--- config.mk ---
export PLATFORM = sky130hd
export DESIGN_NAME = ph_fifo_array
export DESIGN_NICKNAME = d
export VERILOG_FILES = /design/src/rtl/ph_fifo_array.sv
export SDC_FILE = /design/constraint.sdc
export NUM_CORES = 1
export LEC_CHECK = 0
export CAP_MARGIN = 20
export CORE_MARGIN = 4
export CORE_UTILIZATION = 45
export DETAILED_ROUTE_END_ITERATION = 8
export GPL_TIMING_DRIVEN = 0
export PLACE_DENSITY = 0.66
export SLEW_MARGIN = 40
export SYNTH_ARGS = -nofsm -noshare
export SYNTH_HDL_FRONTEND = slang
export SYNTH_SLANG_ARGS = --single-unit
--- constraint.sdc ---
create_clock -name h_phi2 -period 2.8 [get_ports h_phi2]
set_input_delay 0.56 -clock h_phi2 [delete_from_list [all_inputs] [get_ports h_phi2]]
set_output_delay 0.56 -clock h_phi2 [all_outputs]
set_load 0.05 [all_outputs]
--- src/rtl/ph_fifo_array.sv ---
// Parasite-to-host FIFO array: NCH independent byte FIFOs written by the parasite
// and read by the host, with one optional two-byte channel and per-channel flush.
module ph_fifo_lane #(
  parameter int WIDTH  = 8,
  parameter int DEPTH  = 2,
  parameter int LW     = 2,
  parameter bit IS_TWO = 1'b0
) (
  input  logic             clk_i,
  input  logic             rst_n_i,
  input  logic             push_req_i,
  input  logic             pop_req_i,
  input  logic             one_byte_mode_i,
  input  logic             flush_i,
  input  logic [WIDTH-1:0] wdata_i,
  output logic [WIDTH-1:0] rdata_o,
  output logic [LW-1:0]    count_o,
  output logic             full_o,
  output logic             avail_o,
  output logic             ovf_o
);
  localparam int PW = $clog2(DEPTH);

  logic [WIDTH-1:0] mem_q [DEPTH];
  logic [PW-1:0]    wr_ptr_q, wr_ptr_d, rd_ptr_q, rd_ptr_d;
  logic [LW-1:0]    count_q, count_d, cap;
  logic             ovf_q, ovf_d;
  logic             pop, push, room;

  assign cap  = (IS_TWO && one_byte_mode_i) ? LW'(1) : LW'(DEPTH);
  assign room = count_q < cap;
  assign pop  = pop_req_i & (count_q != '0);
  // A same-cycle pop frees a slot, so a full (or over-cap) lane still accepts the push.
  assign push = push_req_i & (room | pop);

  always_comb begin
    wr_ptr_d = wr_ptr_q;
    rd_ptr_d = rd_ptr_q;
    count_d  = count_q;
    ovf_d    = ovf_q | (push_req_i & ~room & ~pop);
    if (push) wr_ptr_d = wr_ptr_q + 1'b1;
    if (pop)  rd_ptr_d = rd_ptr_q + 1'b1;
    case ({push, pop})
      2'b10:   count_d = count_q + 1'b1;
      2'b01:   count_d = count_q - 1'b1;
      default: count_d = count_q;
    endcase
    if (flush_i) begin
      wr_ptr_d = '0;
      rd_ptr_d = '0;
      count_d  = '0;
      ovf_d    = 1'b0;
    end
  end

  always_ff @(posedge clk_i) begin
    if (!rst_n_i) begin
      wr_ptr_q <= '0;
      rd_ptr_q <= '0;
      count_q  <= '0;
      ovf_q    <= 1'b0;
    end else begin
      wr_ptr_q <= wr_ptr_d;
      rd_ptr_q <= rd_ptr_d;
      count_q  <= count_d;
      ovf_q    <= ovf_d;
    end
  end

  // Storage is deliberately not reset; stale entries are unreachable once pointers clear.
  always_ff @(posedge clk_i) begin
    if (push) mem_q[wr_ptr_q] <= wdata_i;
  end

  assign rdata_o = (count_q != '0) ? mem_q[rd_ptr_q] : '0;
  assign count_o = count_q;
  assign full_o  = count_q >= cap;
  assign avail_o = (IS_TWO && !one_byte_mode_i) ? (count_q >= LW'(2)) : (count_q != '0);
  assign ovf_o   = ovf_q;
endmodule

module ph_fifo_array #(
  parameter int NCH    = 4,
  parameter int WIDTH  = 8,
  parameter int DEPTH  = 2,
  parameter int TWO_CH = 2,
  localparam int LW    = $clog2(DEPTH+1)
) (
  input  logic              h_phi2,
  input  logic              h_rst_b,
  input  logic              p_we,
  input  logic [NCH-1:0]    p_selectData,
  input  logic [WIDTH-1:0]  p_data,
  input  logic              h_rd,
  input  logic [NCH-1:0]    h_selectData,
  input  logic              one_byte_mode,
  input  logic [NCH-1:0]    flush,
  output logic [WIDTH-1:0]  h_data,
  output logic [NCH-1:0]    h_data_available,
  output logic              h_zero_bytes_available,
  output logic [NCH-1:0]    p_full,
  output logic [NCH*LW-1:0] h_level,
  output logic [NCH-1:0]    overflow
);
  logic [NCH-1:0]            grant;
  logic [NCH-1:0][WIDTH-1:0] rdata;
  logic [NCH-1:0][LW-1:0]    cnt;

  // Isolate the lowest set host select bit as a one-hot grant.
  assign grant = h_selectData & (~h_selectData + NCH'(1));

  for (genvar gi = 0; gi < NCH; gi++) begin : g_lane
    ph_fifo_lane #(
      .WIDTH (WIDTH),
      .DEPTH (DEPTH),
      .LW    (LW),
      .IS_TWO(gi == TWO_CH)
    ) u_lane (
      .clk_i          (h_phi2),
      .rst_n_i        (h_rst_b),
      .push_req_i     (p_we & p_selectData[gi]),
      .pop_req_i      (h_rd & grant[gi]),
      .one_byte_mode_i(one_byte_mode),
      .flush_i        (flush[gi]),
      .wdata_i        (p_data),
      .rdata_o        (rdata[gi]),
      .count_o        (cnt[gi]),
      .full_o         (p_full[gi]),
      .avail_o        (h_data_available[gi]),
      .ovf_o          (overflow[gi])
    );
    assign h_level[gi*LW +: LW] = cnt[gi];
  end

  always_comb begin
    h_data = '0;
    for (int i = 0; i < NCH; i++)
      if (grant[i]) h_data = h_data | rdata[i];
  end

  if (TWO_CH < NCH) begin : g_two
    assign h_zero_bytes_available = (cnt[TWO_CH] == '0);
  end else begin : g_no_two
    assign h_zero_bytes_available = 1'b1;
  end
endmodule
## Word-level counts from Yosys, hierarchy flattened

Memories as Yosys holds them, arrays and structs flattened. A register that Yosys moved wholly into a read port is not among the register bits.
Cells that the tools add are included.

| storage, ports and cells | value |
|---|---|
| register bits | 20 |
| bits in writable memories | 64 |
| logic and storage cells | 143 |
| memories | 4 |

| cells by class | value |
|---|---|
| add/sub/neg operators | 17 |
| order comparisons | 9 |
| equal/unequal tests | 8 |
| muxes and demuxes | 30 |
| bitwise logic cells | 46 |
| reduce and logical (&&, ||, !) cells | 13 |

Memory list:

| name | words | width | rd ports | clocked after Yosys merged registers in | wr ports | RTL line | RTL |
|---|---|---|---|---|---|---|---|
| g_lane[0].u_lane.mem_q | 2 | 8 | 1 | 1 | 1 | 24 | `logic [WIDTH-1:0] mem_q [DEPTH];` |
| g_lane[1].u_lane.mem_q | 2 | 8 | 1 | 1 | 1 | 24 |  |
| g_lane[2].u_lane.mem_q | 2 | 8 | 1 | 1 | 1 | 24 |  |
| g_lane[3].u_lane.mem_q | 2 | 8 | 1 | 1 | 1 | 24 |  |

Operator list:

| operator | count |
|---|---|
| 8-bit two-way mux | 8 |
| 1-bit AND | 24 |
| 8-bit bitwise OR | 3 |
| 1-bit two-way mux | 17 |
| 2-bit case mux with 2 select lines | 4 |
| 2-bit nonzero test | 8 |
| 1-bit NOT | 9 |
| 1-bit adder, second input constant | 8 |
| 2-bit by 1-bit adder with 2-bit output, second input constant | 4 |
| 2-bit by 1-bit == test with 1-bit output, second input constant | 4 |
| 2-bit == test, second input constant | 4 |
| 2-bit >= comparator, second input constant | 4 |
| 1-bit bitwise OR | 8 |
| 2-bit OR reduction | 4 |
| 2-bit by 1-bit subtractor with 2-bit output, second input constant | 4 |
| 2-bit less-than comparator, second input constant | 3 |
| 4-bit by 1-bit adder with 4-bit output, second input constant | 1 |
| 4-bit AND | 1 |
| 4-bit NOT | 1 |
| 2-bit >= comparator | 1 |
| 2-bit zero test | 1 |
| 2-bit less-than comparator | 1 |
| 2-bit two-way mux | 1 |

## Longest topological paths before layout

| logic depth | value |
|---|---|
| depth in word-level cells | 10 |
| gate-level depth with buffers | 8 |
| mapped depth without buffers | 7 |

## Modules after synthesis

From an unflattened synthesis, not the netlist that was laid out.

| second synthesis, totals | value |
|---|---|
| cell total of the unflattened synthesis | 313 |
| area, all modules | 3834.9 um^2 |

Modules (own cells, without submodules):

| module | instances | cells each | area each (um^2) |
|---|---|---|---|
| ph_fifo_lane at g_lane[0].u_lane ... | 3 | 66 | 863.3 |
| ph_fifo_lane at g_lane[2].u_lane | 1 | 76 | 982.2 |
| ph_fifo_array | 1 | 39 | 262.8 |

## Worst setup path after synthesis

Ideal clock, no wire load.

| timing path | value |
|---|---|
| kind | register -> output |
| start | reg g_lane[2].u_lane.count_q[1] |
| end | out h_data[0] |
| arrival time | 2006 ps |
| path slack | 234 ps |
| stages on the path, launching flop included | 4 |
| buffers on the path | 0 |
| cells stage by stage | dfxtp_1 -> or2_2 -> nand3_1 -> o221ai_1 |

| between the ends | value |
|---|---|
| cells in the longest elaborated chain, start to end | 6 |

Ends and longest elaborated chain:

| item | RTL line | RTL |
|---|---|---|
| start, declared | 26 | `logic [LW-1:0] count_q, count_d, cap;` |
| start signal, assigned | 65 | `count_q <= count_d;` |
| 2-bit nonzero test * | 75 | `assign rdata_o = (count_q != '0) ? mem_q[rd_ptr_q] : '0;` |
| 8-bit two-way mux * | 75 |  |
| 8-bit bitwise OR * | 138 | `if (grant[i]) h_data = h_data \| rdata[i];` |
| 8-bit two-way mux * | 138 |  |
| 8-bit bitwise OR | 138 |  |
| 8-bit two-way mux * | 138 |  |
| end, declared | 98 | `output logic [WIDTH-1:0] h_data,` |

Mark *: on every way between the ends. The rest lies on a longest branch, timed or not.

## Final worst setup path

| timing path | value |
|---|---|
| start | in one_byte_mode |
| end | out p_full[2] |

| between the ends | value |
|---|---|
| cells in the longest elaborated chain, start to end | 2 |

Ends and longest elaborated chain:

| item | RTL line | RTL |
|---|---|---|
| start, declared | 96 | `input logic one_byte_mode,` |
| 2-bit two-way mux | 30 | `assign cap = (IS_TWO && one_byte_mode_i) ? LW'(1) : LW'(DEPTH);` |
| 2-bit >= comparator | 77 | `assign full_o = count_q >= cap;` |
| end, declared | 101 | `output logic [NCH-1:0] p_full,` |

No other way between the ends.

==> impl.org <==
** Finish
- Leaving out fill and tap cells, the most frequent cells in the layout are 64 x edfxtp_1, 42 x clkdlybuf4s50_1, 33 x mux2i_1, 24 x dfxtp_1, 23 x nor2_1.
- In the final layout, flip-flops and latches occupy about 2400 um^2.
- Ratio of cells with drive above 1 in the final layout :: ~16%
- NumNets Final :: about 360
- Utilization after layout :: 58.40%
- After filler insertion, the fill cell instance count of the layout stands at approximately 660.
- Compared with the post-synthesis result, the final layout area differs by 24.34%.
- 0 antenna diodes ended up in the layout.
- Final cell area excluding filler cells :: roughly 4600 um^2
- The multi-input combinational cells in the finished layout cover a total of 1174 um^2.
- Most frequent standard cell in the layout excluding fill and tap cells :: edfxtp_1

** STA
- The worst path needs approximately 2.8 ns of the cycle, external delays included.
- RSZ-0062 raised after global routing :: false
- Max Clk Rate :: 363.0 MHz
- At the pin with the least slew margin, the transition time is 0.8071 ns.
- Final hold vios :: 0
- Of the available clock period, the critical path in the final layout requires between 90% and 100%.
- Between clock sinks in the finished design, the worst skew comes to about 0.0095 ns.
- Count of pins over their slew limit :: 0
- Setup violations remaining at the end of the flow were counted as 0.
- Worst slew margin relative to its limit :: around 46%

** Global routing
- Global routing used between 15 and 20% of the available tracks across all layers.
- The first global-routing pass estimated roughly 11 mm of wire.
- The via count of the first global-routing pass was approximately 2,300.
- Leftover overflow at the end of global routing :: 0
- Number of antenna violations at the first check in global routing :: 0
- Entering global routing, the biggest net connects 16 pins.

** Setup path
- Chain of cells forming the critical path :: clkdlybuf4s50_1 > ha_1 > nor2b_2 > a211o_1 > buf_4 > clkdlybuf4s15_2
- The number of buffers and inverters on the critical path is 3.
- Setup slack on the worst flop-to-flop path :: 0.72 ns
- Data required time at the worst endpoint :: 2.24 ns
- The largest individual stage delay along the critical path comes from the cell clkdlybuf4s50_1.
- For this run, the slowest stage of the critical path takes ~0.46 ns.
- The critical path is of the input pin to output port type.
- Startpoint kind of the worst setup timing path :: input pin
- Along the worst path, the maximum fanout reaches 4.
- In this design, the largest share of critical-path delay is due to buffers and inverters.
- STA classifies the critical path endpoint as an output port.
- Arrival time of data at the critical path endpoint :: approximately 2.2 ns

** Logic synthesis
- Prevailing post-synth register cell :: edfxtp_1
- The synthesized netlist occupies a cell area of approximately 3700 um^2.
- Flop and latch count out of synthesis :: between 80 and 90
- Warnings from Yosys :: 0
- Number of distinct standard cells referenced by the synthesized netlist :: between 40 and 50
- In the synthesized netlist, the number of instances is roughly 270.
- Share of synthesized flip-flops with an asynchronous set or reset :: 0%
- Net Count, Synth :: approximately 300
- Sequential fraction of the synthesis area :: about two thirds
- Dividing the synthesized area by the synthesized cell count gives approximately 14 um^2.
- Number of flops mapped to enable cells by yosys :: 64

** Clocking
- Counting the buffers created by CTS gives 9.
- Buffer levels on the longest clock path :: 2
- Clock tree synthesis found a total of 88 sinks.
- The cell sitting at the root of the clock tree is a clkbuf_8.
- TritonCTS built the clock tree.
- H-tree depth :: 3
- In this run, post-CTS hold repair placed 0 buffers.
- Clock-pin slew was measured on the worst setup and hold paths at roughly 0.090 ns.
- For the worst-skew pair, the clock arrives at the later sink with an insertion delay of about 0.35 ns.

** Placed design
- Routability-driven placement finished with a final weighted congestion of approximately 0.71.
- HPWL after detailed placement :: approximately 5.0 mm
- In this run the cell area measured after placement is 4344 um^2.
- Port buffering added between 50 and 60 buffers.

** Floorplan
- The initial utilization of the core area, before any placement, comes to between 40% and 50%.
- Total core area :: a little under 8000 um^2
- The floorplan has 32 rows.
- 54 I/O pins were placed.
- Die Footprint :: 9703 um^2
- Die height :: slightly below 100 um
- X dimension of the die :: 98.51 um

** Route
- Number of nets still failing antenna checks after routing :: 0
- Total Wirelength :: approximately 7.2 mm
- The detailed router placed ~2,300 vias in this run.
- Initial DRC Count :: between 80 and 90
- The first detailed-routing pass took 4 iterations.
- After detailed routing, the number of remaining DRC violations is 0.
- After detailed routing, the average wire length per cell comes to 16.29 um.
- Via/cell ratio :: approximately 5

** Pwr
- Static power due to leakage :: 1.596 nW
- VDD sags by at most between 200 and 300 uV.
- Power per unit of standard cell area :: approximately 560 nW/um^2

** Min path
- Classification of the worst-slack hold path :: flip-flop to flip-flop

** Outcome
- The run finished with clean final reports.

** Run
- The tool flagged a number of max-cap violations equal to 0.
## layer usage
layer  global-route usage (%)  part of all wire, %
met5                        0                    0
met4                    7.353                  1.8
met3                    3.185                  4.0
met2                    23.19                   47
met1                    20.41                   47
## final cells by class
type / instances / area share, %
flip-flops and latches: 88 / 52.42
multi-input cells: 150 / 25.61
repair buffers: 53 / 10.97
clock buffers: 11 / 3.303
well taps: 102 / 2.785
plain buffers: 20 / 2.648
clock inverters: 5 / 1.365
inverters: 11 / 0.9009
## path summary, 6_finish.rpt
path,cells after the start,endpoint,from
max,6,p_full[2],one_byte_mode
min,2,g_lane[0].u_lane.ovf_o,g_lane[0].u_lane.ovf_o
max reg2reg,4,g_lane[2].u_lane.mem_q[1][2],g_lane[2].u_lane.count_o[1]
min reg2reg,2,g_lane[0].u_lane.ovf_o,g_lane[0].u_lane.ovf_o
## cell usage after synthesis, drive strengths merged, types with 3 or more instances
cell type | number | area (um^2)
edfxtp | 64 | 1922
mux2i | 33 | 330.3
dfxtp | 24 | 480.5
nor2 | 24 | 90.09
buf | 15 | 102.6
inv | 11 | 41.29
o221ai | 8 | 70.07
o22a | 8 | 70.07
a21oi | 6 | 30.03
nand2 | 6 | 25.03
o21ai | 6 | 30.02
or2 | 6 | 37.53
xor2 | 6 | 52.55
clkbuf | 5 | 18.77
ha | 5 | 62.56
or3 | 5 | 31.28
xnor2 | 5 | 43.79
nand2b | 4 | 25.02
a31oi | 3 | 18.77
nor3 | 3 | 15.01
## report_power, final
group	leakage [nW]	switching [mW]	internal, mW
combinational	0.713	0.124	0.0851
clock	0.103	0.447	0.467
sequential	0.781	0.0109	1.43
## through the flow
| stage | setup WS, ns | hold WS (ns) | std cells | setup TNS (ns) | power (mW) |
|---|---|---|---|---|---|
| after floorplan | 0.2341 | 0.4380 | 269 | 0 | 1.584 |
| after global placement | -0.7638 | 0.4532 | 423 | -11.40 | 1.672 |
| after detailed placement | -0.7732 | 0.4631 | 423 | -6.794 | 1.677 |
| after CTS | -0.01728 | 0.4928 | 440 | -0.01728 | 2.583 |
| after global routing | 0.009511 | 0.5182 | 440 | 0 | 2.666 |
| final | 0.04512 | 0.4800 | 440 | 0 | 2.563 |
## repair_timing
action,4_1_cts,5_1_grt
pin swaps,0,1
gates resized for setup,52,5
gates cloned,0,0
endpoints found under the setup margin,9,9
setup buffers,1,0
## logic make-up (layout without fill, tap and decap cells)
group / after synthesis / in the layout / share of synthesized area, %
flops: 88 / 88 / 65.17
simple gates: 59 / 59 / 8.419
compound gates: 41 / 41 / 8.419
mux: 34 / 34 / 9.267
buf+inv: 31 / 100 / 4.413
xor+xnor: 11 / 11 / 2.614
fa+ha+maj: 5 / 5 / 1.697
## registers in the layout, summed over array words and instances (netlist names), named ones only
| name | count |
|---|---|
| g_lane.u_lane.wr_ptr_q | 4 |
| g_lane.u_lane.count_o | 8 |
| g_lane.u_lane.ovf_o | 4 |
| g_lane.u_lane.mem_q | 64 |
| g_lane.u_lane.rd_ptr_q | 4 |
## worst min-delay path: stages (launching register included)
cell,delay (ns)
dfxtp_1,0.33
a31oi_1,0.04
nor2_1,0.07
(Power assumes the default switching activity.)
